$ cat src/rtl/imem_loadable_if.sv
`default_nettype none
// ============================================================================
//  Module      : imem_loadable_if
//  Description : Bus bundle for the loadable instruction memory: program
//                load stream, load status and the fetch port.
//  Revision    : 1.0 - initial release
// ============================================================================
interface imem_loadable_if #(
    parameter int INS_ADDRESS = 9,
    parameter int INS_W       = 32
);
    // Program load path
    logic                   load_en;
    logic                   load_valid;
    logic [INS_W-1:0]       load_data;
    logic                   load_full;
    logic [INS_ADDRESS-2:0] load_count;

    // Fetch path
    logic [INS_ADDRESS-1:0] ra;
    logic                   stall;
    logic [INS_W-1:0]       rd;
    logic                   rd_valid;
    logic                   misaligned;

    // Boot/programming path plus fetch stage side
    modport master (
        output load_en, load_valid, load_data, ra, stall,
        input  load_full, load_count, rd, rd_valid, misaligned
    );

    // Memory side
    modport slave (
        input  load_en, load_valid, load_data, ra, stall,
        output load_full, load_count, rd, rd_valid, misaligned
    );
endinterface
`default_nettype wire

$ cat src/rtl/imem_loadable.sv
`default_nettype none
// ============================================================================
//  Module      : imem_loadable
//  Description : Instruction memory that is programmed by a word stream in
//                LOAD mode and serves registered 1-cycle fetches in RUN mode.
//                Words not written in the current session read as NOP.
//  Revision    : 1.0 - initial release
// ============================================================================
module imem_loadable #(
    parameter int               INS_ADDRESS = 9,
    parameter int               INS_W       = 32,
    parameter logic [INS_W-1:0] NOP_WORD    = 32'h00000013
) (
    input  wire logic         clk,
    input  wire logic         reset,
    imem_loadable_if.slave    bus
);

    localparam int                   C_IDX_W   = INS_ADDRESS - 2;
    localparam int                   C_CNT_W   = INS_ADDRESS - 1;
    localparam int                   C_DEPTH_N = 2 ** C_IDX_W;
    localparam logic [C_CNT_W-1:0]   C_DEPTH   = C_CNT_W'(C_DEPTH_N);

    typedef enum logic [0:0] {
        ST_LOAD = 1'b0,
        ST_RUN  = 1'b1
    } state_t;

    state_t               r_state;
    state_t               w_state_nxt;
    logic                 w_enter_load;
    logic                 w_wr_en;
    logic                 w_full;

    logic [C_CNT_W-1:0]   r_count;
    logic [C_DEPTH_N-1:0] r_flag;
    logic [INS_W-1:0]     r_mem [C_DEPTH_N];

    logic [INS_W-1:0]     r_rd;
    logic                 r_rd_valid;
    logic                 r_misaligned;

    // The write pointer always equals the low bits of the word count; once
    // the count saturates at DEPTH no further writes happen, so the pointer
    // never wraps onto a written word.
    logic [C_IDX_W-1:0]   w_ptr;
    logic [C_IDX_W-1:0]   w_idx;

    assign w_ptr  = r_count[C_IDX_W-1:0];
    assign w_idx  = bus.ra[INS_ADDRESS-1:2];
    assign w_full = (r_count == C_DEPTH);

    // Mode register; reset always returns to LOAD
    always_ff @(posedge clk) begin
        if (reset) begin
            r_state <= ST_LOAD;
        end else begin
            r_state <= w_state_nxt;
        end
    end

    // Next-state decode plus write enable and session-restart strobe
    always_comb begin
        w_state_nxt  = r_state;
        w_enter_load = 1'b0;
        w_wr_en      = 1'b0;
        case (r_state)
            ST_LOAD: begin
                // A word offered on the LOAD->RUN edge is still taken,
                // since the decision uses the pre-edge state.
                w_wr_en = bus.load_valid && !w_full;
                if (!bus.load_en) begin
                    w_state_nxt = ST_RUN;
                end
            end
            ST_RUN: begin
                if (bus.load_en) begin
                    w_state_nxt  = ST_LOAD;
                    w_enter_load = 1'b1;
                end
            end
            default: begin
                w_state_nxt = ST_LOAD;
            end
        endcase
    end

    // Session word counter and written-flag vector
    always_ff @(posedge clk) begin
        if (reset || w_enter_load) begin
            r_count <= '0;
            r_flag  <= '0;
        end else if (w_wr_en) begin
            r_count        <= r_count + 1'b1;
            r_flag[w_ptr]  <= 1'b1;
        end
    end

    // Storage array; contents are never cleared, the flags mask stale data
    always_ff @(posedge clk) begin
        if (!reset && w_wr_en) begin
            r_mem[w_ptr] <= bus.load_data;
        end
    end

    // Registered fetch port; holds on stall, parks at NOP while loading
    always_ff @(posedge clk) begin
        if (reset || (r_state == ST_LOAD)) begin
            r_rd         <= NOP_WORD;
            r_rd_valid   <= 1'b0;
            r_misaligned <= 1'b0;
        end else if (!bus.stall) begin
            r_rd         <= r_flag[w_idx] ? r_mem[w_idx] : NOP_WORD;
            r_rd_valid   <= 1'b1;
            r_misaligned <= |bus.ra[1:0];
        end
    end

    assign bus.load_full  = w_full;
    assign bus.load_count = r_count;
    assign bus.rd         = r_rd;
    assign bus.rd_valid   = r_rd_valid;
    assign bus.misaligned = r_misaligned;

endmodule
`default_nettype wire

$ cat src/flat_wrapper.sv
// flat-port wrapper written by rule: the top's interface ports become plain ports
module imem_loadable_flat 
#(
    parameter int               INS_ADDRESS = 9,
    parameter int               INS_W       = 32,
    parameter logic [INS_W-1:0] NOP_WORD    = 32'h00000013
)
  (clk, reset, bus_load_en, bus_load_valid, bus_load_data, bus_ra, bus_stall, bus_load_full, bus_load_count, bus_rd, bus_rd_valid, bus_misaligned);
  imem_loadable_if #(.INS_ADDRESS(INS_ADDRESS), .INS_W(INS_W)) bus_i ();
  input  wire logic clk;
  input  wire logic reset;
  input wire logic [$bits(bus_i.load_en)-1:0] bus_load_en;
  input wire logic [$bits(bus_i.load_valid)-1:0] bus_load_valid;
  input wire logic [$bits(bus_i.load_data)-1:0] bus_load_data;
  input wire logic [$bits(bus_i.ra)-1:0] bus_ra;
  input wire logic [$bits(bus_i.stall)-1:0] bus_stall;
  output wire logic [$bits(bus_i.load_full)-1:0] bus_load_full;
  output wire logic [$bits(bus_i.load_count)-1:0] bus_load_count;
  output wire logic [$bits(bus_i.rd)-1:0] bus_rd;
  output wire logic [$bits(bus_i.rd_valid)-1:0] bus_rd_valid;
  output wire logic [$bits(bus_i.misaligned)-1:0] bus_misaligned;
  assign bus_i.load_en = bus_load_en;
  assign bus_i.load_valid = bus_load_valid;
  assign bus_i.load_data = bus_load_data;
  assign bus_i.ra = bus_ra;
  assign bus_i.stall = bus_stall;
  assign bus_load_full = bus_i.load_full;
  assign bus_load_count = bus_i.load_count;
  assign bus_rd = bus_i.rd;
  assign bus_rd_valid = bus_i.rd_valid;
  assign bus_misaligned = bus_i.misaligned;
  imem_loadable #(.INS_ADDRESS(INS_ADDRESS), .INS_W(INS_W), .NOP_WORD(NOP_WORD)) u_core (.clk(clk), .reset(reset), .bus(bus_i));
endmodule
$ cat config.mk
export PLATFORM = sky130hd
export DESIGN_NAME = imem_loadable_flat
export DESIGN_NICKNAME = d
export VERILOG_FILES = /design/src/rtl/imem_loadable_if.sv /design/src/rtl/imem_loadable.sv /design/src/flat_wrapper.sv
export SDC_FILE = /design/constraint.sdc
export NUM_CORES = 2
export LEC_CHECK = 0
export CAP_MARGIN = 10
export CORE_ASPECT_RATIO = 0.7
export CORE_MARGIN = 4
export CORE_UTILIZATION = 45
export CTS_BUF_LIST = sky130_fd_sc_hd__clkbuf_8 sky130_fd_sc_hd__clkbuf_16
export CTS_CLUSTER_SIZE = 16
export DETAILED_ROUTE_END_ITERATION = 12
export PLACE_DENSITY_LB_ADDON = 0.05
export SLEW_MARGIN = 20
export SYNTH_ARGS = -nofsm -noshare
export SYNTH_HDL_FRONTEND = slang
export SYNTH_SLANG_ARGS = --single-unit
$ cat constraint.sdc
create_clock -name clk -period 13.6 [get_ports clk]
set_input_delay 1.36 -clock clk [delete_from_list [all_inputs] [get_ports clk]]
set_output_delay 1.36 -clock clk [all_outputs]
set_load 0.02 [all_outputs]
## Word level (Yosys, flattened, before mapping)

Memories as Yosys holds them, arrays and structs flattened.
Index checks and enable logic that the tools add are counted.

| word-level totals | value |
|---|---|
| bits in registers | 171 |
| bits in writable memories | 4096 |
| input bits | 46 |
| memories | 1 |

Memory list:

| memory | depth | width | read ports | clocked after Yosys merged registers in | wr ports | RTL line | RTL |
|---|---|---|---|---|---|---|---|
| u_core.r_mem | 128 | 32 | 1 | 0 | 1 | imem_loadable.sv:37 | `logic [INS_W-1:0] r_mem [C_DEPTH_N];` |

| cells by class | value |
|---|---|
| $add $sub $neg | 1 |
| order comparisons | 3 |
| equality and inequality tests | 1 |
| muxes and demuxes | 11 |
| bitwise logic cells | 2 |
| reduce and logical (&&, ||, !) cells | 8 |

Operators by type and width:

| operator | count |
|---|---|
| 128-bit OR | 1 |
| 32-bit 2-to-1 mux | 1 |
| 7-bit by 8-bit less-than comparator with 1-bit output, second input constant | 2 |
| 8-bit by 1-bit adder with 8-bit output, second input constant | 1 |
| 8-bit == test, second input constant | 1 |
| 1-bit 2-to-1 mux | 8 |
| 1-bit binary-select mux with 7-bit select | 1 |
| 1-bit demux with 7-bit select | 1 |
| 7-bit by 1-bit greater-or-equal comparator with 1-bit output, second input constant | 1 |
| 1-bit logical AND | 3 |
| 1-bit zero test | 2 |
| 1-bit logical OR | 2 |
| 2-bit OR reduction | 1 |
| 1-bit NOT | 1 |

## Longest topological paths before layout

| logic depth | value |
|---|---|
| depth in word-level cells | 7 |
| depth in mapped cells | 13 |
| gate-level depth less buffers | 8 |

## Least setup slack after synthesis

No wires, ideal clock.

| timing path | value |
|---|---|
| path type | input-to-reg |
| start | input port bus_load_valid |
| end | memory u_core.r_mem[117][0] (enable) |
| arrival time | 4540 ps |
| data required time | 13139 ps |
| slack | 8599 ps |
| stages on the path | 5 |
| buffers on the path | 2 |
| cells stage by stage | o311a_1 clkbuf_1 buf_1 nand2_1 nor3_1 |

| on the way | value |
|---|---|
| cells in the longest elaborated chain, start to end | 5 |

RTL lines:

| element | RTL line | RTL |
|---|---|---|
| start, declared | flat_wrapper.sv:13 | `input wire logic [$bits(bus_i.load_valid)-1:0] bus_load_valid;` |
| 1-bit logical AND | imem_loadable.sv:71 | `w_wr_en = bus.load_valid && !w_full;` |
| 1-bit 2-to-1 mux | imem_loadable.sv:67 | `case (r_state)` |
| 1-bit logical AND | imem_loadable.sv:101 | `if (!reset && w_wr_en) begin` |
| 1-bit 2-to-1 mux | imem_loadable.sv:101 |  |
| 1-bit 2-to-1 mux (not written as such) | imem_loadable.sv:102 | `r_mem[w_ptr] <= bus.load_data;` |
| end, declared | imem_loadable.sv:37 |  |

No other way between the ends.

## Final worst setup path

| timing path | value |
|---|---|
| start | input port bus_ra[2] |
| end | register u_core.r_rd[11], in the netlist u_core.bus.rd[11] |

| on the way | value |
|---|---|
| cells in the longest elaborated chain, start to end | 3 |
| elaborated cells on any way between the ends | 4 |

RTL lines:

| element | RTL line | RTL |
|---|---|---|
| start, declared | flat_wrapper.sv:15 | `input wire logic [$bits(bus_i.ra)-1:0] bus_ra;` |
| 1-bit binary-select mux with 7-bit select | imem_loadable.sv:113 | `r_rd <= r_flag[w_idx] ? r_mem[w_idx] : NOP_WORD;` |
| 1-bit 2-to-1 mux (not written as such) | imem_loadable.sv:113 |  |
| 32-bit 2-to-1 mux * | imem_loadable.sv:113 |  |
| end signal, assigned | imem_loadable.sv:113 |  |
| end, declared | imem_loadable.sv:39 | `logic [INS_W-1:0] r_rd;` |

Mark *: on every way between the ends. The rest lies on a longest branch, timed or not. The select of a mux whose other input is x is not followed.
A chain may end at the register's enable or synchronous reset.

==> summary.txt <==
Run status
  • Status: complete, no violations

Finish
  • Fillers: between 20000 and 30000
  • Storage element area: about 0.13 mm²
  • Final Cell Area: 0.184 mm²
  • Layout Nets: about 8000
  • Core Util, Final: 51.5%
  • Area growth syn-to-layout: 13.6%
  • Layout cells sized above 1: a little over a quarter
  • Area occupied by multi-input gates: between 0.03 and 0.04 mm²

Clock network
  • Total CTS buffers: between 400 and 500
  • H-tree levels: 5
  • Later-pin clock latency in the skew report: 930 ps
  • CTS tree: built
  • Post-CTS Setup Inserts: 0
  • CTS root buffer: clkbuf_16
  • PostCTS Resize Cnt: 0
  • Max Root-Sink Buffers: 4
  • CTS Hold Bufs: 0
  • Clk slew on worst S/H paths: 70 ps
  • CTS Sinks: ~4300

Drt
  • Vias: around 84000
  • Detail Route Antenna Nets: 0
  • Final wirelength: ~530000 µm
  • Drt drc: 0
  • Initial DRC Count: 12600
  • TritonRoute pass-1 iters: 7
  • Vias per cell: around 6.5
  • WL/cell: around 41 µm

Synthesis
  • Mapped cell area: approximately 0.16 mm²
  • Syn Nets: between 7000 and 8000
  • Main combinational cell family by area after synthesis: multiplexers
  • Compound-cell area share of the yosys netlist: approximately 3.4%
  • Async S/R FF share, synth: 0%
  • Synth Area in XOR/XNOR: less than 1%
  • Post-synthesis mux area share: between 10% and 20%
  • Cells after Synth: around 7400
  • Synth Area per Inst: ~22 µm²
  • Top_reg_cell synth: edfxtp_1
  • Netlist cell types: 63
  • Yosys warns: 0
  • EDFF count, synth: just over 4000
  • #FFs+latches synth: 4267
  • Sequential area share after synthesis: between 70% and 80%
  • Post-Synth Adder-Cell Area: 0.0155%
  • Simple-Gate Fraction of Synth Area: 1.84%

Pwr
  • Internal power: around 21000 µW
  • Sequential share of power: 53.4%
  • Leak pwr: between 0.05 and 0.06 µW
  • Total power divided by cell area: ~150 mW/mm²
  • Switching pwr: 5840 µW
  • Logic pwr share: between 4 and 5%
  • Sw Share: roughly 22%
  • Tot Pwr: between 20000 and 30000 µW
  • Worst IR Drop VDD: between 0.1 and 0.15 mV
  • Clk pwr share: 41.8%

Global routing
  • Tot GR Track Use: 28.4%
  • First-pass GRT wire length: about 710000 µm
  • Antenna violations before repair: 53
  • Largest net degree at the start of global routing: between 100 and 150
  • Vias in the first global route: between 80000 and 90000
  • GR Overflow Total: 0

Critical path
  • Crit-path max FO: 91
  • CP top delay family: buffers and inverters
  • Crit path launch type: input port
  • Cell Chain, Critical Path: buf_16 > buf_12 > buf_4 > buf_12 > mux4_2 > o22ai_1 > nor4_1 > buf_4 > a21oi_1 > nand3_1 > a22o_1
  • Worst path max stage delay: 860 ps
  • Arr. time, crit path: 6450 ps
  • Critical path type: input port to register
  • Crit path buf inv count: 5
  • Critical-path top delay cell: a21oi_1
  • Worst Path Required: about 14000 ps
  • Setup crit end kind: register

Die
  • Num rows: 183
  • Die Area: 0.369 mm²
  • Initial Utilization: 45.3%
  • Num ports: 89
  • DIE HEIGHT: a little over 500 µm
  • Die width: between 700 and 800 µm
  • Core box area: 0.357 mm²

Timing
  • Final setup viols: 0
  • Slew margin rel.: between 15 and 20%
  • Max Freq: between 150 and 200 MHz
  • Endpoints failing hold: 0
  • Setup slack after layout: between 7000 and 8000 ps
  • Worst-Margin Slew: about 1300 ps
  • Setup Skew: roughly 45 ps
  • Max-slew violations: 0
  • Tmin final: 5630 ps
  • Setup repair after global routing missed its margin: false
  • Setup TNS: 0 ps
  • Crit share post-route: roughly two fifths

Worst hold path
  • Worst Hold Class: register to register

Placement
  • Pre-CTS setup slack: approximately 6800 ps
  • RD Place Congestion: ~0.85
  • Port bufs: approximately 90
  • Post-DP Area: 0.170 mm²
  • Hpwl dp: approximately 300000 µm

Flow run
  • Max-Cap Viols: 0
-- worst reg2reg max path: cells and delay by family (launching register included) --
| kind | cells | cell delay [ps] |
|---|---|---|
| adders and majority gates | 1 | 320 |
| DFF | 1 | 610 |
| and+or+nand+nor | 6 | 3110 |
| buffers and inverters | 2 | 970 |
-- per-layer routing --
| layer | global-route usage (%) | share of wire (%) | vias to the layer above |
|---|---|---|---|
| met4 | 6.92 | 2.7 | 16 |
| met1 | 43.9 | 43 | 46200 |
| met2 | 41.4 | 44 | 4534 |
| li1 | - | - | 32300 |
| met5 | 0 | 0.021 | - |
| met3 | 6.21 | 10 | 676 |
-- sequential cells by signal (all words and copies together), names as in the netlist --
name                   flops
u_core.bus.load_count      8
u_core.bus.misaligned      1
u_core.bus.rd             32
u_core.bus.rd_valid        1
u_core.r_flag            128
u_core.r_mem            4096
u_core.r_state             1
-- Yosys cell counts (all sizes together) (34+ instances only) --
| library cell | instances | area (µm²) |
|---|---|---|
| buf | 212 | 1220 |
| a31oi | 34 | 213 |
| nand3 | 53 | 265 |
| nor2 | 403 | 1510 |
| mux2 | 58 | 653 |
| o22ai | 93 | 582 |
| edfxtp | 4096 | 123000 |
| a21oi | 298 | 1490 |
| mux2i | 162 | 1620 |
| a22oi | 355 | 2670 |
| clkbuf | 228 | 857 |
| mux4 | 988 | 22300 |
| nand2 | 44 | 165 |
| dfxtp | 171 | 3420 |
| nor4 | 55 | 344 |
-- layout make-up --
type                       instances  share of cell area [%]
multi-input combinational       2727                    18.8
sequential                      4267                    68.8
tap                             4717                    3.21
clock inverter                   312                    1.30
clock buffer                     436                    5.84
inverter                           9                  0.0184
timing repair buffer             429                    1.95
antenna                           13                  0.0177
-- cells by family after synthesis --
kind of cell,count (synthesis)
buffers and inverters,449
AOI/OAI and AO/OA,846
xor gates and xnor gates,7
DFF,4267
and+or+nand+nor,664
muxes,1208
adders and majority gates,2
-- worst paths after layout --
check | startpoint | endpoint | slack [ps] | cells after the start
worst max-delay path | bus_ra[2] | u_core.bus.rd[11]$_SDFFE_PP0N_ | 7970 | 11
worst min-delay path | u_core.bus.rd_valid$_SDFFE_PP0N_ | u_core.bus.rd_valid$_SDFFE_PP0N_ | 450 | 2
worst max register to register | u_core.bus.load_count[1]$_SDFFE_PP0P_ | u_core.r_mem[51][8]$_DFFE_PP_ | 8210 | 9
worst min register to register | u_core.bus.rd_valid$_SDFFE_PP0N_ | u_core.bus.rd_valid$_SDFFE_PP0N_ | 450 | 2
-- placed cells by master (no fill, tap or decap), types with 52 or more instances in the layout --
cell and n:
clkbuf_16 420, mux2_2 57, mux4_2 976, a21oi_1 273, nor2_1 275, a22oi_1 355, dfxtp_1 171, mux2i_1 162
nand3_1 52, clkinv_2 81, o22ai_1 93, inv_1 89, edfxtp_1 4096, nor2_4 127, buf_4 354, clkinv_1 88
-- per-stage QoR --
step / hold WS [ps] / instances
after detailed placement: 443 / 12100
after CTS: 453 / 12900
after global routing: 471 / 12900
after global placement: 439 / 12100
final: 450 / 12900
after floorplan: 428 / 7443
-- power groups by stage --
stage / clock, µW / sequential [µW] / combinational [µW]
CTS: 11500 / 14400 / 1300
floorplan: 0 / 14700 / 619
global placement: 0 / 14700 / 1270
global route: 12100 / 14400 / 1350
detailed placement: 0 / 14700 / 1290
finish: 11300 / 14400 / 1300
Note: power is estimated with default switching activity, not from simulation.
